$ cat config.mk
export PLATFORM = sky130hd
export DESIGN_NAME = ex_stage_flat
export DESIGN_NICKNAME = d
export VERILOG_FILES = /design/src/rtl/ex_stage_if.sv /design/src/rtl/ex_stage.sv /design/src/flat_wrapper.sv
export SDC_FILE = /design/constraint.sdc
export NUM_CORES = 1
export LEC_CHECK = 0
export ABC_AREA = 0
export CORE_MARGIN = 1
export CORE_UTILIZATION = 45
export CTS_CLUSTER_DIAMETER = 80
export DETAILED_ROUTE_END_ITERATION = 7
export MAX_ROUTING_LAYER = met4
export PLACE_DENSITY_LB_ADDON = 0.15
export SLEW_MARGIN = 20
export SYNTH_ARGS = -nofsm -noshare
export SYNTH_HDL_FRONTEND = slang
export SYNTH_SLANG_ARGS = --single-unit
export TNS_END_PERCENT = 10
$ cat constraint.sdc
create_clock -name clk -period 0.9 [get_ports clk]
set_clock_uncertainty 0.1 [all_clocks]
set_input_delay 0.18 -clock clk [delete_from_list [all_inputs] [get_ports clk]]
set_output_delay 0.18 -clock clk [all_outputs]
set_load 0.02 [all_outputs]
$ cat src/rtl/ex_stage_if.sv
// ID/EX -> EX -> EX/MEM signal bundle for the execute stage.
// Define EX_OVF_EN to add the registered signed-overflow flag (ovf).
interface ex_stage_if #(
    parameter int DW = 32,
    parameter int RW = 5
);
    logic          in_valid;
    logic          stall;
    logic          flush;
    logic [1:0]    wb_ctl;
    logic [2:0]    m_ctl;
    logic [3:0]    ex_ctl;
    logic [DW-1:0] npc;
    logic [DW-1:0] rdata1;
    logic [DW-1:0] rdata2;
    logic [DW-1:0] s_extend;
    logic [RW-1:0] instr_2016;
    logic [RW-1:0] instr_1511;

    logic          out_valid;
    logic [1:0]    wb_ctlout;
    logic [2:0]    m_ctlout;
    logic [DW-1:0] add_result;
    logic          zero;
    logic [DW-1:0] alu_result;
    logic [DW-1:0] rdata2out;
    logic [RW-1:0] muxout;
`ifdef EX_OVF_EN
    logic          ovf;
`endif

    // master drives the ID/EX side and observes EX/MEM
    modport master (
        output in_valid, stall, flush, wb_ctl, m_ctl, ex_ctl, npc, rdata1, rdata2,
               s_extend, instr_2016, instr_1511,
        input  out_valid, wb_ctlout, m_ctlout, add_result, zero, alu_result,
               rdata2out, muxout
`ifdef EX_OVF_EN
        , input ovf
`endif
    );

    modport slave (
        input  in_valid, stall, flush, wb_ctl, m_ctl, ex_ctl, npc, rdata1, rdata2,
               s_extend, instr_2016, instr_1511,
        output out_valid, wb_ctlout, m_ctlout, add_result, zero, alu_result,
               rdata2out, muxout
`ifdef EX_OVF_EN
        , output ovf
`endif
    );
endinterface

$ cat src/rtl/ex_stage.sv
// Execute stage: ALU control decode, operand select, ALU, branch-target add and
// destination select, latched into the EX/MEM register. Optional feature: EX_OVF_EN.
module ex_stage #(
    parameter int DW = 32,
    parameter int RW = 5
) (
    input  logic        clk,
    input  logic        rst,
    ex_stage_if.slave   bus
);
    localparam logic [5:0] F_ADD = 6'b100000;
    localparam logic [5:0] F_SUB = 6'b100010;
    localparam logic [5:0] F_AND = 6'b100100;
    localparam logic [5:0] F_OR  = 6'b100101;
    localparam logic [5:0] F_SLT = 6'b101010;

    typedef enum logic [2:0] {OP_ADD, OP_SUB, OP_AND, OP_OR, OP_SLT, OP_NONE} alu_op_e;

    typedef struct packed {
        logic          vld;
        logic [1:0]    wb;
        logic [2:0]    m;
        logic [DW-1:0] add_result;
        logic          zero;
        logic [DW-1:0] alu;
        logic [DW-1:0] rdata2;
        logic [RW-1:0] dst;
`ifdef EX_OVF_EN
        logic          ovf;
`endif
    } exmem_t;

    logic          regdst, alusrc;
    logic [1:0]    aluop;
    logic [DW-1:0] op_a, op_b, sum, diff, alu;
    alu_op_e       op;
    logic          keep;
    exmem_t        nxt, q;

    assign regdst = bus.ex_ctl[3];
    assign aluop  = bus.ex_ctl[2:1];
    assign alusrc = bus.ex_ctl[0];
    assign op_a   = bus.rdata1;
    assign op_b   = alusrc ? bus.s_extend : bus.rdata2;
    assign sum    = op_a + op_b;
    assign diff   = op_a - op_b;

    always_comb begin
        op = OP_NONE;
        unique case (aluop)
            2'b00: op = OP_ADD;
            2'b01: op = OP_SUB;
            2'b10: begin
                case (bus.s_extend[5:0])
                    F_ADD:   op = OP_ADD;
                    F_SUB:   op = OP_SUB;
                    F_AND:   op = OP_AND;
                    F_OR:    op = OP_OR;
                    F_SLT:   op = OP_SLT;
                    default: op = OP_NONE;
                endcase
            end
            default: op = OP_NONE;
        endcase
    end

    always_comb begin
        alu = '0;
        case (op)
            OP_ADD:  alu = sum;
            OP_SUB:  alu = diff;
            OP_AND:  alu = op_a & op_b;
            OP_OR:   alu = op_a | op_b;
            OP_SLT:  alu = {{(DW-1){1'b0}}, ($signed(op_a) < $signed(op_b))};
            default: alu = '0;
        endcase
    end

`ifdef EX_OVF_EN
    logic ovf_c;
    // signed overflow: result sign disagrees with operands that share (add) or oppose (sub) sign
    always_comb begin
        ovf_c = 1'b0;
        if (op == OP_ADD)
            ovf_c = (op_a[DW-1] == op_b[DW-1]) && (sum[DW-1] != op_a[DW-1]);
        else if (op == OP_SUB)
            ovf_c = (op_a[DW-1] != op_b[DW-1]) && (diff[DW-1] != op_a[DW-1]);
    end
`endif

    // a flushed or invalid slot carries no side-effecting control
    assign keep = bus.in_valid && !bus.flush;

    always_comb begin
        nxt            = '0;
        nxt.vld        = keep;
        nxt.wb         = keep ? bus.wb_ctl : 2'b00;
        nxt.m          = keep ? bus.m_ctl  : 3'b000;
        nxt.add_result = bus.npc + (bus.s_extend << 2);
        nxt.zero       = (alu == '0);
        nxt.alu        = alu;
        nxt.rdata2     = bus.rdata2;
        nxt.dst        = regdst ? bus.instr_1511 : bus.instr_2016;
`ifdef EX_OVF_EN
        if (keep && ovf_c) begin
            nxt.ovf   = 1'b1;
            nxt.wb[1] = 1'b0;
            nxt.m[0]  = 1'b0;
        end
`endif
    end

    // flush overrides stall; nxt already holds the bubble in that case
    always_ff @(posedge clk or negedge rst) begin
        if (!rst)
            q <= '0;
        else if (bus.flush || !bus.stall)
            q <= nxt;
    end

    assign bus.out_valid  = q.vld;
    assign bus.wb_ctlout  = q.wb;
    assign bus.m_ctlout   = q.m;
    assign bus.add_result = q.add_result;
    assign bus.zero       = q.zero;
    assign bus.alu_result = q.alu;
    assign bus.rdata2out  = q.rdata2;
    assign bus.muxout     = q.dst;
`ifdef EX_OVF_EN
    assign bus.ovf        = q.ovf;
`endif
endmodule

$ cat src/flat_wrapper.sv
// flat-port wrapper written by rule: the top's interface ports become plain ports
module ex_stage_flat 
#(
    parameter int DW = 32,
    parameter int RW = 5
)
  (clk, rst, bus_in_valid, bus_stall, bus_flush, bus_wb_ctl, bus_m_ctl, bus_ex_ctl, bus_npc, bus_rdata1, bus_rdata2, bus_s_extend, bus_instr_2016, bus_instr_1511, bus_out_valid, bus_wb_ctlout, bus_m_ctlout, bus_add_result, bus_zero, bus_alu_result, bus_rdata2out, bus_muxout);
  ex_stage_if #(.DW(DW), .RW(RW)) bus_i ();
  input  logic clk;
  input  logic rst;
  input wire logic [$bits(bus_i.in_valid)-1:0] bus_in_valid;
  input wire logic [$bits(bus_i.stall)-1:0] bus_stall;
  input wire logic [$bits(bus_i.flush)-1:0] bus_flush;
  input wire logic [$bits(bus_i.wb_ctl)-1:0] bus_wb_ctl;
  input wire logic [$bits(bus_i.m_ctl)-1:0] bus_m_ctl;
  input wire logic [$bits(bus_i.ex_ctl)-1:0] bus_ex_ctl;
  input wire logic [$bits(bus_i.npc)-1:0] bus_npc;
  input wire logic [$bits(bus_i.rdata1)-1:0] bus_rdata1;
  input wire logic [$bits(bus_i.rdata2)-1:0] bus_rdata2;
  input wire logic [$bits(bus_i.s_extend)-1:0] bus_s_extend;
  input wire logic [$bits(bus_i.instr_2016)-1:0] bus_instr_2016;
  input wire logic [$bits(bus_i.instr_1511)-1:0] bus_instr_1511;
  output wire logic [$bits(bus_i.out_valid)-1:0] bus_out_valid;
  output wire logic [$bits(bus_i.wb_ctlout)-1:0] bus_wb_ctlout;
  output wire logic [$bits(bus_i.m_ctlout)-1:0] bus_m_ctlout;
  output wire logic [$bits(bus_i.add_result)-1:0] bus_add_result;
  output wire logic [$bits(bus_i.zero)-1:0] bus_zero;
  output wire logic [$bits(bus_i.alu_result)-1:0] bus_alu_result;
  output wire logic [$bits(bus_i.rdata2out)-1:0] bus_rdata2out;
  output wire logic [$bits(bus_i.muxout)-1:0] bus_muxout;
  assign bus_i.in_valid = bus_in_valid;
  assign bus_i.stall = bus_stall;
  assign bus_i.flush = bus_flush;
  assign bus_i.wb_ctl = bus_wb_ctl;
  assign bus_i.m_ctl = bus_m_ctl;
  assign bus_i.ex_ctl = bus_ex_ctl;
  assign bus_i.npc = bus_npc;
  assign bus_i.rdata1 = bus_rdata1;
  assign bus_i.rdata2 = bus_rdata2;
  assign bus_i.s_extend = bus_s_extend;
  assign bus_i.instr_2016 = bus_instr_2016;
  assign bus_i.instr_1511 = bus_instr_1511;
  assign bus_out_valid = bus_i.out_valid;
  assign bus_wb_ctlout = bus_i.wb_ctlout;
  assign bus_m_ctlout = bus_i.m_ctlout;
  assign bus_add_result = bus_i.add_result;
  assign bus_zero = bus_i.zero;
  assign bus_alu_result = bus_i.alu_result;
  assign bus_rdata2out = bus_i.rdata2out;
  assign bus_muxout = bus_i.muxout;
  ex_stage #(.DW(DW), .RW(RW)) u_core (.clk(clk), .rst(rst), .bus(bus_i));
endmodule
==> metrics, run 1 <==
status finished with violations; violated checks DRC, setup timing; core area between 20,000 and 25,000 µm²; IO Pins between 200 and 300; Root Buffer clkbuf_16; Post-synth EDFFs 0; IO buf count approximately 260; Slew HR 0.473; critical path class input pin to flip-flop; Synth Warn # 0; initial antenna violation count 1; Req. time, crit path around 1100 ps; asr flop ratio synth 1.00; number of H-tree levels 3; total die area between 20,000 and 30,000 µm²; Final Hold Vio Count 0; DP Area ~17,000 µm²; die width ~160 µm; CP Cell Sequence buf_8 > buf_12 > buf_4 > mux2i_1 > buf_4 > ha_4 > nand4_1 > or4_4 > o31ai_4 > buf_6 > nor3_4 > or3_4 > or2_1 > a32o_2 > o21ai_4 > nor3_1 > and4_1 > and4_1 > a22o_1; P per Cell Area 1290 nW/µm²; Worst VDD drop 0.965 mV; Worst Tran Pin Value around 790 ps; Worst Hold Class input pin to flip-flop; RePlAce Congestion slightly below 1; Design Area, Final about 20,000 µm²; min cycle time layout between 3000 and 4000 ps; area share of the largest cell type after synthesis 0.245; sequential area share after synthesis 0.245; Synth Instances between 1,000 and 1,500; antenna viol nets, final 0; highest-delay cell along the critical path or4_4; dpl cells approximately 2,400; Seq pwr share 0.236; final cell count without fillers between 2,000 and 2,500; Startpoint Class input pin; first-pass GRT wire length 77.1 mm; fin crit share 4.03; total power approximately 26 mW; cell accounting for the most synthesized area dfrtp_1; FMAX between 200 and 300 MHz; # nets final ~2,400; Synth Net Count ~1,700; Fillers around 1,300; layout overhead on the synthesized area 82.3%; Internal Dissipation approximately 15 mW; register bit total from synthesis about 110; Comb pwr share 0.598; DRC 73; GR Util All Layers 0.411; layout cells sized above 1 0.460; drt first pass iters 8; CTS max path bufs 2; WL/cell 22.6 µm; Area contributors post-synth dfrtp_1 25%, ha_1 15%, nand2_1 6.8%; RSZ-0062 raised after global routing true; Register Area about 2700 µm²; initial core utilization 0.464; Netlist cell types 91; Reg-to-Reg Start u_core.bus.alu_result[31]; multi-input logic area 9550 µm²; TritonCTS Sinks roughly 110; Mapped Area between 10,000 and 15,000 µm²; hold path cells 3; Avg Inst Size Synth slightly below 8 µm²; Hold EP u_core.bus.wb_ctlout[1]; Sw Pwr between 10 and 15 mW; setup_tns -142,470 ps; Final WS setup -2730 ps; R2R setup slack -130 ps; CTS tree yes; Max Cap Viol 0; Initial DRC Count 1,583; Synth Flop Type dfrtp_1; HPWL after DPL between 30 and 40 mm; clock share of power 0.166; Final Max Tran Viols 0; Switching Share 0.422; vias in the first global route ~14,000; Rows 56; R2R depth 2; WL final about 56 mm; reg2reg end u_core.bus.alu_result[31]; Worst-path clk slew 90 ps; cell leakage power 9.55 nW; critical path endpoint category flip-flop; CP max FO 6; Hold Startpoint bus_flush; total vias in the final route ~15,000; vias per cell between 6 and 7; grt ovf 0; clock latency on the worst-skew pair about 380 ps; CTS buffer count 9; Die Y approximately 160 µm; endpoints failing setup ~190; Worst path max stage delay 540 ps; Critical Path AT 3800 ps; largest net degree at the start of global routing 50
cell type report:
class | instances | share of cell area
clock buffers | 9 | 0.0112
diodes | 1 | 0.000125
clock inverters | 7 | 0.00392
well taps | 319 | 0.0199
flip-flops and latches | 108 | 0.135
multi-input cells | 1124 | 0.475
inverters | 112 | 0.0214
repair buffers | 790 | 0.334
cell usage after synthesis, drive strengths merged (4+ instances only):
cell type  number
o2bb2ai         4
a221oi         12
or3             7
o21ai          76
nand2b          5
and3            7
a221o          11
nor2          166
inv           112
nand2         199
nor3           26
nand3          20
nor4           11
a21boi          6
xor2           14
o221ai         10
a211oi         11
o221a           4
xnor2          16
buf            23
mux2            5
o31a            5
o22ai          10
and4            4
nor2b           9
or2             4
a22oi           6
o31ai          19
o21a           12
ha            131
dfrtp         108
clkbuf         51
a21o           24
nand4          13
o211ai         10
o21bai         14
a31oi          15
a2bb2oi         5
mux2i          41
a21oi         139
worst max path at each step:
| stage | startpoint | endpoint | slack, ps | cells past startpoint |
|---|---|---|---|---|
| 6_report | bus_ex_ctl[0] | u_core.bus.zero | -2730 | 19 |
| 5_1_grt | bus_ex_ctl[0] | u_core.bus.zero | -2800 | 19 |
| 4_1_cts | bus_ex_ctl[0] | u_core.bus.zero | -2600 | 19 |
| 3_5_place_dp | bus_s_extend[0] | u_core.bus.zero | -3500 | 20 |
| 3_3_place_gp | bus_s_extend[0] | u_core.bus.zero | -3310 | 19 |
| 2_1_floorplan | bus_ex_ctl[0] | u_core.bus.zero | -2720 | 18 |
sequential cells by signal (all words and copies together) (netlist names):
signal,flops
u_core.bus.wb_ctlout,2
u_core.bus.zero,1
u_core.bus.alu_result,32
u_core.bus.muxout,5
u_core.bus.out_valid,1
u_core.bus.rdata2out,32
u_core.bus.add_result,32
u_core.bus.m_ctlout,3
layout by cell type, fill, tap and decap left out, types with 10 or more instances in the layout:
master and n:
ha_1 84, o21ai_2 13, o21a_1 12, ha_4 34, a21o_1 21, buf_4 462, mux2i_1 20, nand3_1 16
clkbuf_2 14, inv_2 10, xnor2_1 10, nand2_1 196, dlygate4sd2_1 28, a21oi_1 90, buf_2 58, clkdlybuf4s50_1 104
xor2_1 13, a221o_1 11, mux2i_4 14, inv_1 98, nor2_2 13, dfrtp_1 107, ha_2 13, nand4_1 13
nor3_1 16, buf_6 91, o211ai_1 10, a21oi_2 42, buf_12 17, o21ai_0 52, nor2_1 145
metal layers:
| metal | GRT usage | vias up | routed length [µm] |
|---|---|---|---|
| met5 | - | - | 0 |
| met3 | 0.0683 | 275 | 5330 |
| met1 | 0.514 | 7155 | 21600 |
| li1 | - | 6478 | - |
| met4 | 0.151 | 0 | 3030 |
| met2 | 0.664 | 999 | 25800 |
power by group through the flow:
stage | clock, mW | combinational [mW] | sequential, mW
finish | 4.31 | 15.5 | 6.11
global route | 4.42 | 16.2 | 6.18
CTS | 4.25 | 13.9 | 6.04
detailed placement | 0 | 12.2 | 6.09
global placement | 0 | 12.1 | 6.06
floorplan | 0 | 4.90 | 6.93
cell families after synthesis:
| family | after synthesis | synth area share |
|---|---|---|
| and+or+nand+nor | 489 | 0.197 |
| AOI/OAI and AO/OA | 425 | 0.258 |
| muxes | 46 | 0.0423 |
| adders and majority gates | 134 | 0.154 |
| buffers and inverters | 186 | 0.0803 |
| xor gates and xnor gates | 30 | 0.0238 |
| DFF | 108 | 0.245 |
per-stage QoR:
step	setup WS (ps)	hold WS [ps]	utilization
after floorplan	-2720	-216	-
after global placement	-3310	-40.5	0.725
after detailed placement	-3500	-41.2	0.725
after CTS	-2600	64.9	0.816
after global routing	-2800	22.8	0.846
final	-2730	11.6	0.846
repair_timing:
action	in CTS	in global routing
buffers inserted	48	37
gates cloned	2	0
pin swaps	147	114
resized for setup	606	381
endpoints found under the setup margin	216	216
hold buffers	1	0
endpoints found under the hold margin	108	0
worst max-delay path, delay by kind of cell:
family	cells	cell delay, ps
adders and majority gates	1	340
buffers and inverters	5	730
and+or+nand+nor	8	1770
muxes	1	110
AOI/OAI and AO/OA	4	660
Power figures use the tool's default switching activity.
==> run 2: changes to the inputs <==
Settings changed: CORE_ASPECT_RATIO from default to 1.5, CORE_UTILIZATION 45 to 50.
Clock period 0.9 ns to 4.45 ns, I/O delays scaled along.
==> metrics, run 2 (synthesis gave the netlist of run 1 again) <==
Worst-path clk slew roughly 90 ps; fin crit share 0.978; core area around 22,000 µm²; reg2reg end u_core.bus.alu_result[31]; Post-Route Utilization 0.779; CTS max path bufs 2; first-pass GRT wire length 63.8 mm; RSZ-0062 raised after global routing true; min cycle time layout ~4400 ps; FMAX 230 MHz; total die area between 20,000 and 25,000 µm²; antenna viol nets, final 0; Final Hold Vio Count 0; n_diodes 0; Hold-fix buffers, CTS 0; IO buf count 259; R2R depth 1; Startpoint Class input pin; vias in the first global route about 13,000; GR Util All Layers 0.375; Die Y about 180 µm; initial antenna violation count 0; HPWL after DPL 32.8 mm; status complete, no violations; Max Cap Viol 0; most frequent cells in the layout 320 x buf_4, 254 x clkdlybuf4s50_1, 199 x nand2_1, 165 x nor2_1, 130 x a21oi_1; Root Buffer clkbuf_16; Fin Hold WS about 370 ps; layout cells sized above 1 0.231; number of H-tree levels 3; DRC 0; # nets final 2,228; critical path endpoint u_core.bus.zero; Reg-to-Reg Start u_core.bus.alu_result[31]; critical path endpoint category flip-flop; CP Launch Point bus_rdata1[0]; clock latency on the worst-skew pair about 380 ps; largest net degree at the start of global routing 79; initial core utilization 0.510; IO Pins 260; cell leakage power 8.04 nW; commonest non-fill, non-tap cell in the layout buf_4; CTS tree yes; RePlAce Congestion between 0.9 and 1; Worst Hold Class flip-flop to flip-flop; Worst VDD drop approximately 0.26 mV; Initial DRC Count 915; Critical Path AT ~4600 ps; Req. time, crit path about 4700 ps; die width 123 µm; total vias in the final route approximately 13,000; Rows 66; CTS buffer count 9; endpoints failing setup 0; R2R setup slack between 3000 and 4000 ps; hold path cells 2; WL final approximately 42 mm; Final Max Tran Viols 0; WL/cell 18.7 µm; P per Cell Area roughly 270 nW/µm²; grt ovf 0; critical path class input pin to flip-flop; TritonCTS Sinks about 110; vias per cell 5.78; Worst Tran Pin Value between 800 and 900 ps; CP max FO 5; layout overhead on the synthesized area 52.8%; Slew HR 0.411; drt first pass iters 5
[run 2: what timing repair did]
action                                  4_1_cts  5_1_grt
pin swaps                                     8       18
endpoints found under the hold margin         0        0
gates cloned                                  0        0
endpoints found under the setup margin        4        7
buffers inserted                              2        5
resized for setup                            25       63
[run 2: per-stage QoR]
step	area, µm²	std cells	setup TNS, ps	setup WS [ps]	total power, mW
2_1_floorplan	11100	1418	0	13.8	2.38
3_3_place_gp	16000	2196	-3450	-539	3.52
3_5_place_dp	16000	2196	-5150	-631	3.56
4_1_cts	16500	2214	-5.22	-5.22	4.44
5_1_grt	16800	2219	-54.6	-54.6	4.77
6_report	16800	2219	0	98.3	4.53
[run 2: area by class of cell]
type,instances,area [µm²]
clock buffer,10,229
clock inverter,6,62.6
fill,1561,4790
inverter,112,420
multi-input combinational,1124,7940
sequential,108,2700
tap,272,340
timing repair buffer,587,5160
[run 2: worst min path at each step]
stage	from	to	slack (ps)
after floorplan	u_core.bus.add_result[0]	u_core.bus.add_result[0]	480
after global placement	u_core.bus.rdata2out[8]	u_core.bus.rdata2out[8]	350
after detailed placement	u_core.bus.rdata2out[21]	u_core.bus.rdata2out[21]	360
after CTS	u_core.bus.rdata2out[21]	u_core.bus.rdata2out[21]	370
after global routing	u_core.bus.rdata2out[17]	u_core.bus.rdata2out[17]	390
final	u_core.bus.add_result[1]	u_core.bus.add_result[1]	370
[run 2: per-layer routing]
layer / track usage / wire length [µm] / vias up
met5: - / 0 / -
met3: 0.0704 / 2940 / 132
li1: - / - / 6074
met1: 0.421 / 16000 / 6095
met4: 0.170 / 1780 / 0
met2: 0.636 / 20900 / 533
[run 2: power breakdown]
part	leakage (nW)	switching, mW	internal, mW
Combinational	6.60	1.27	1.21
Sequential	1.29	0.0813	1.13
Clock	0.147	0.410	0.439
[run 2: worst max-delay path: stages]
cell and delay (ps):
clkdlybuf4s50_1 530, buf_4 140, ha_1 190, buf_4 130
inv_1 40, fa_2 350, nor2b_2 190, o31ai_4 90
a2bb2oi_2 180, buf_4 160, a21o_1 160, a221oi_2 90
buf_4 160, a221o_1 290, o2bb2ai_1 170, nor4b_2 300
and4_1 200, and4_1 190, a22o_1 120
==> run 3: changes to the inputs <==
Settings changed: CORE_ASPECT_RATIO 1.5 to default, CTS_CLUSTER_SIZE from default to 14.
==> metrics, run 3 (synthesis gave the netlist of run 1 again) <==
Fillers between 1,500 and 2,000; total power 4.58 mW; Slew HR 0.402; die width between 150 and 200 µm; Buf/Inv on CP 5; Startpoint Class input pin; Worst path max stage delay approximately 530 ps; reg2reg end u_core.bus.add_result[14]; IO Pins between 200 and 300; Reg-to-Reg Start u_core.bus.add_result[14]; initial core utilization 0.516; drt first pass iters 6; TritonCTS Sinks 108; WL final 42.8 mm; CP dominant cell by count buf_4; Initial DRC Count approximately 1,000; Final WS setup -10.9 ps; IO buf count roughly 260; DRC 0; initial antenna violation count 0; total vias in the final route 13,026; CTS tree yes; clock latency on the worst-skew pair 370 ps; CTS buffer count 9; Critical Path AT between 4000 and 5000 ps; FMAX 224 MHz; WL/cell between 15 and 20 µm; layout cells sized above 1 0.228; Root Buffer clkbuf_16; status finished with violations; endpoints failing setup 1; Worst VDD drop between 0.15 and 0.2 mV; vias per cell 5.89; critical path class input pin to flip-flop; R2R setup slack around 3600 ps; setup_tns -10.9 ps; CP max FO 2; CP Cell Sequence clkdlybuf4s50_1 > mux2i_1 > buf_4 > ha_1 > nand4_1 > or4_4 > o31ai_4 > buf_4 > or2_2 > buf_4 > o221ai_1 > a22oi_1 > buf_4 > nand4_1 > nor4_2 > and4_1 > and4_1 > a22o_1; min cycle time layout approximately 4500 ps; layout overhead on the synthesized area 52.4%; # nets final between 2,000 and 2,500; R2R depth 2; violated checks setup timing; multi-input logic area about 8000 µm²; antenna viol nets, final 0; Fin Hold WS 346 ps; Final Max Tran Viols 0; pre-CTS WS -677 ps; RSZ-0062 raised after global routing true; HPWL after DPL 33.3 mm; largest net degree at the start of global routing 77; commonest non-fill, non-tap cell in the layout buf_4; Req. time, crit path between 4000 and 5000 ps; Worst Hold Class input pin to asynchronous set/reset pin; RePlAce Congestion 0.972; GR Util All Layers 0.381; vias in the first global route between 10,000 and 15,000; grt ovf 0; highest-delay cell along the critical path or4_4; Worst-path clk slew 90 ps; cell leakage power just over 8 nW; Die Y 151 µm; first-pass GRT wire length between 60 and 70 mm; Design Area, Final approximately 17,000 µm²; core area 21,400 µm²; fin crit share 1.00; Rows 53; total die area about 23,000 µm²; most frequent cells in the layout 308 x buf_4, 247 x clkdlybuf4s50_1, 199 x nand2_1, 164 x nor2_1, 133 x a21oi_1; number of H-tree levels 3; Register Area between 2000 and 3000 µm²; Max Cap Viol 0; Final Hold Vio Count 0; DP Area 16,000 µm²; n_diodes 0; critical path endpoint category flip-flop; Worst Tran Pin Value 895 ps; P per Cell Area 272 nW/µm²; Top delay family on crit path simple AND/OR/NAND/NOR gates; CTS max path bufs 2
-- run 3: cell types whose count changed in the layout (fill, tap and decap cells not counted), sizes merged --
cell           before  now
clkinvlp            0    1
clkbuf             10    9
bufinv              1    0
clkdlybuf4s50     254  247
buf               330  321
dlymetal6s2s        1    8
clkinv              3    2
inv               114  116
-- run 3: worst max path at each step --
stage	to	slack, ps	depth (start not counted)	from
2_1_floorplan	u_core.bus.zero	10	18	bus_ex_ctl[0]
3_3_place_gp	u_core.bus.zero	-630	21	bus_s_extend[0]
3_5_place_dp	u_core.bus.zero	-680	20	bus_rdata2[0]
4_1_cts	u_core.bus.zero	0.4	17	bus_rdata2[1]
5_1_grt	u_core.bus.zero	-190	16	bus_rdata2[5]
6_report	u_core.bus.zero	-10	18	bus_rdata2[9]
-- run 3: routing by layer --
metal  global-route usage  vias up  routed length, µm
li1                     -     6052                  -
met1                0.484     6227              18000
met2                0.606      654              19900
met3               0.0691       93               3570
met4                0.136        0               1270
met5                    -        -                  0
-- run 3: timing repair --
item                       CTS  global route
gates resized for setup     37            66
setup endpoints to repair    6             9
pin swaps                   16            26
gates cloned                 0             0
buffers inserted             2             6
hold buffers                 0             0
-- run 3: area by class of cell --
cell class              count  share of cell area
clock buffers               9              0.0134
clock inverters             7             0.00506
inverters                 112              0.0252
multi-input cells        1124               0.471
flip-flops and latches    108               0.161
well taps                 275              0.0205
repair buffers            578               0.304
-- run 3: per-stage QoR --
stage,utilization,instances
2_1_floorplan,-,1418
3_3_place_gp,0.747,2190
3_5_place_dp,0.747,2190
4_1_cts,0.772,2208
5_1_grt,0.787,2213
6_report,0.787,2213
-- run 3: where the power goes --
group	internal [mW]	total, mW	switching [mW]
combinational	1.20	2.49	1.28
clock	0.407	0.876	0.469
sequential	1.13	1.21	0.0865
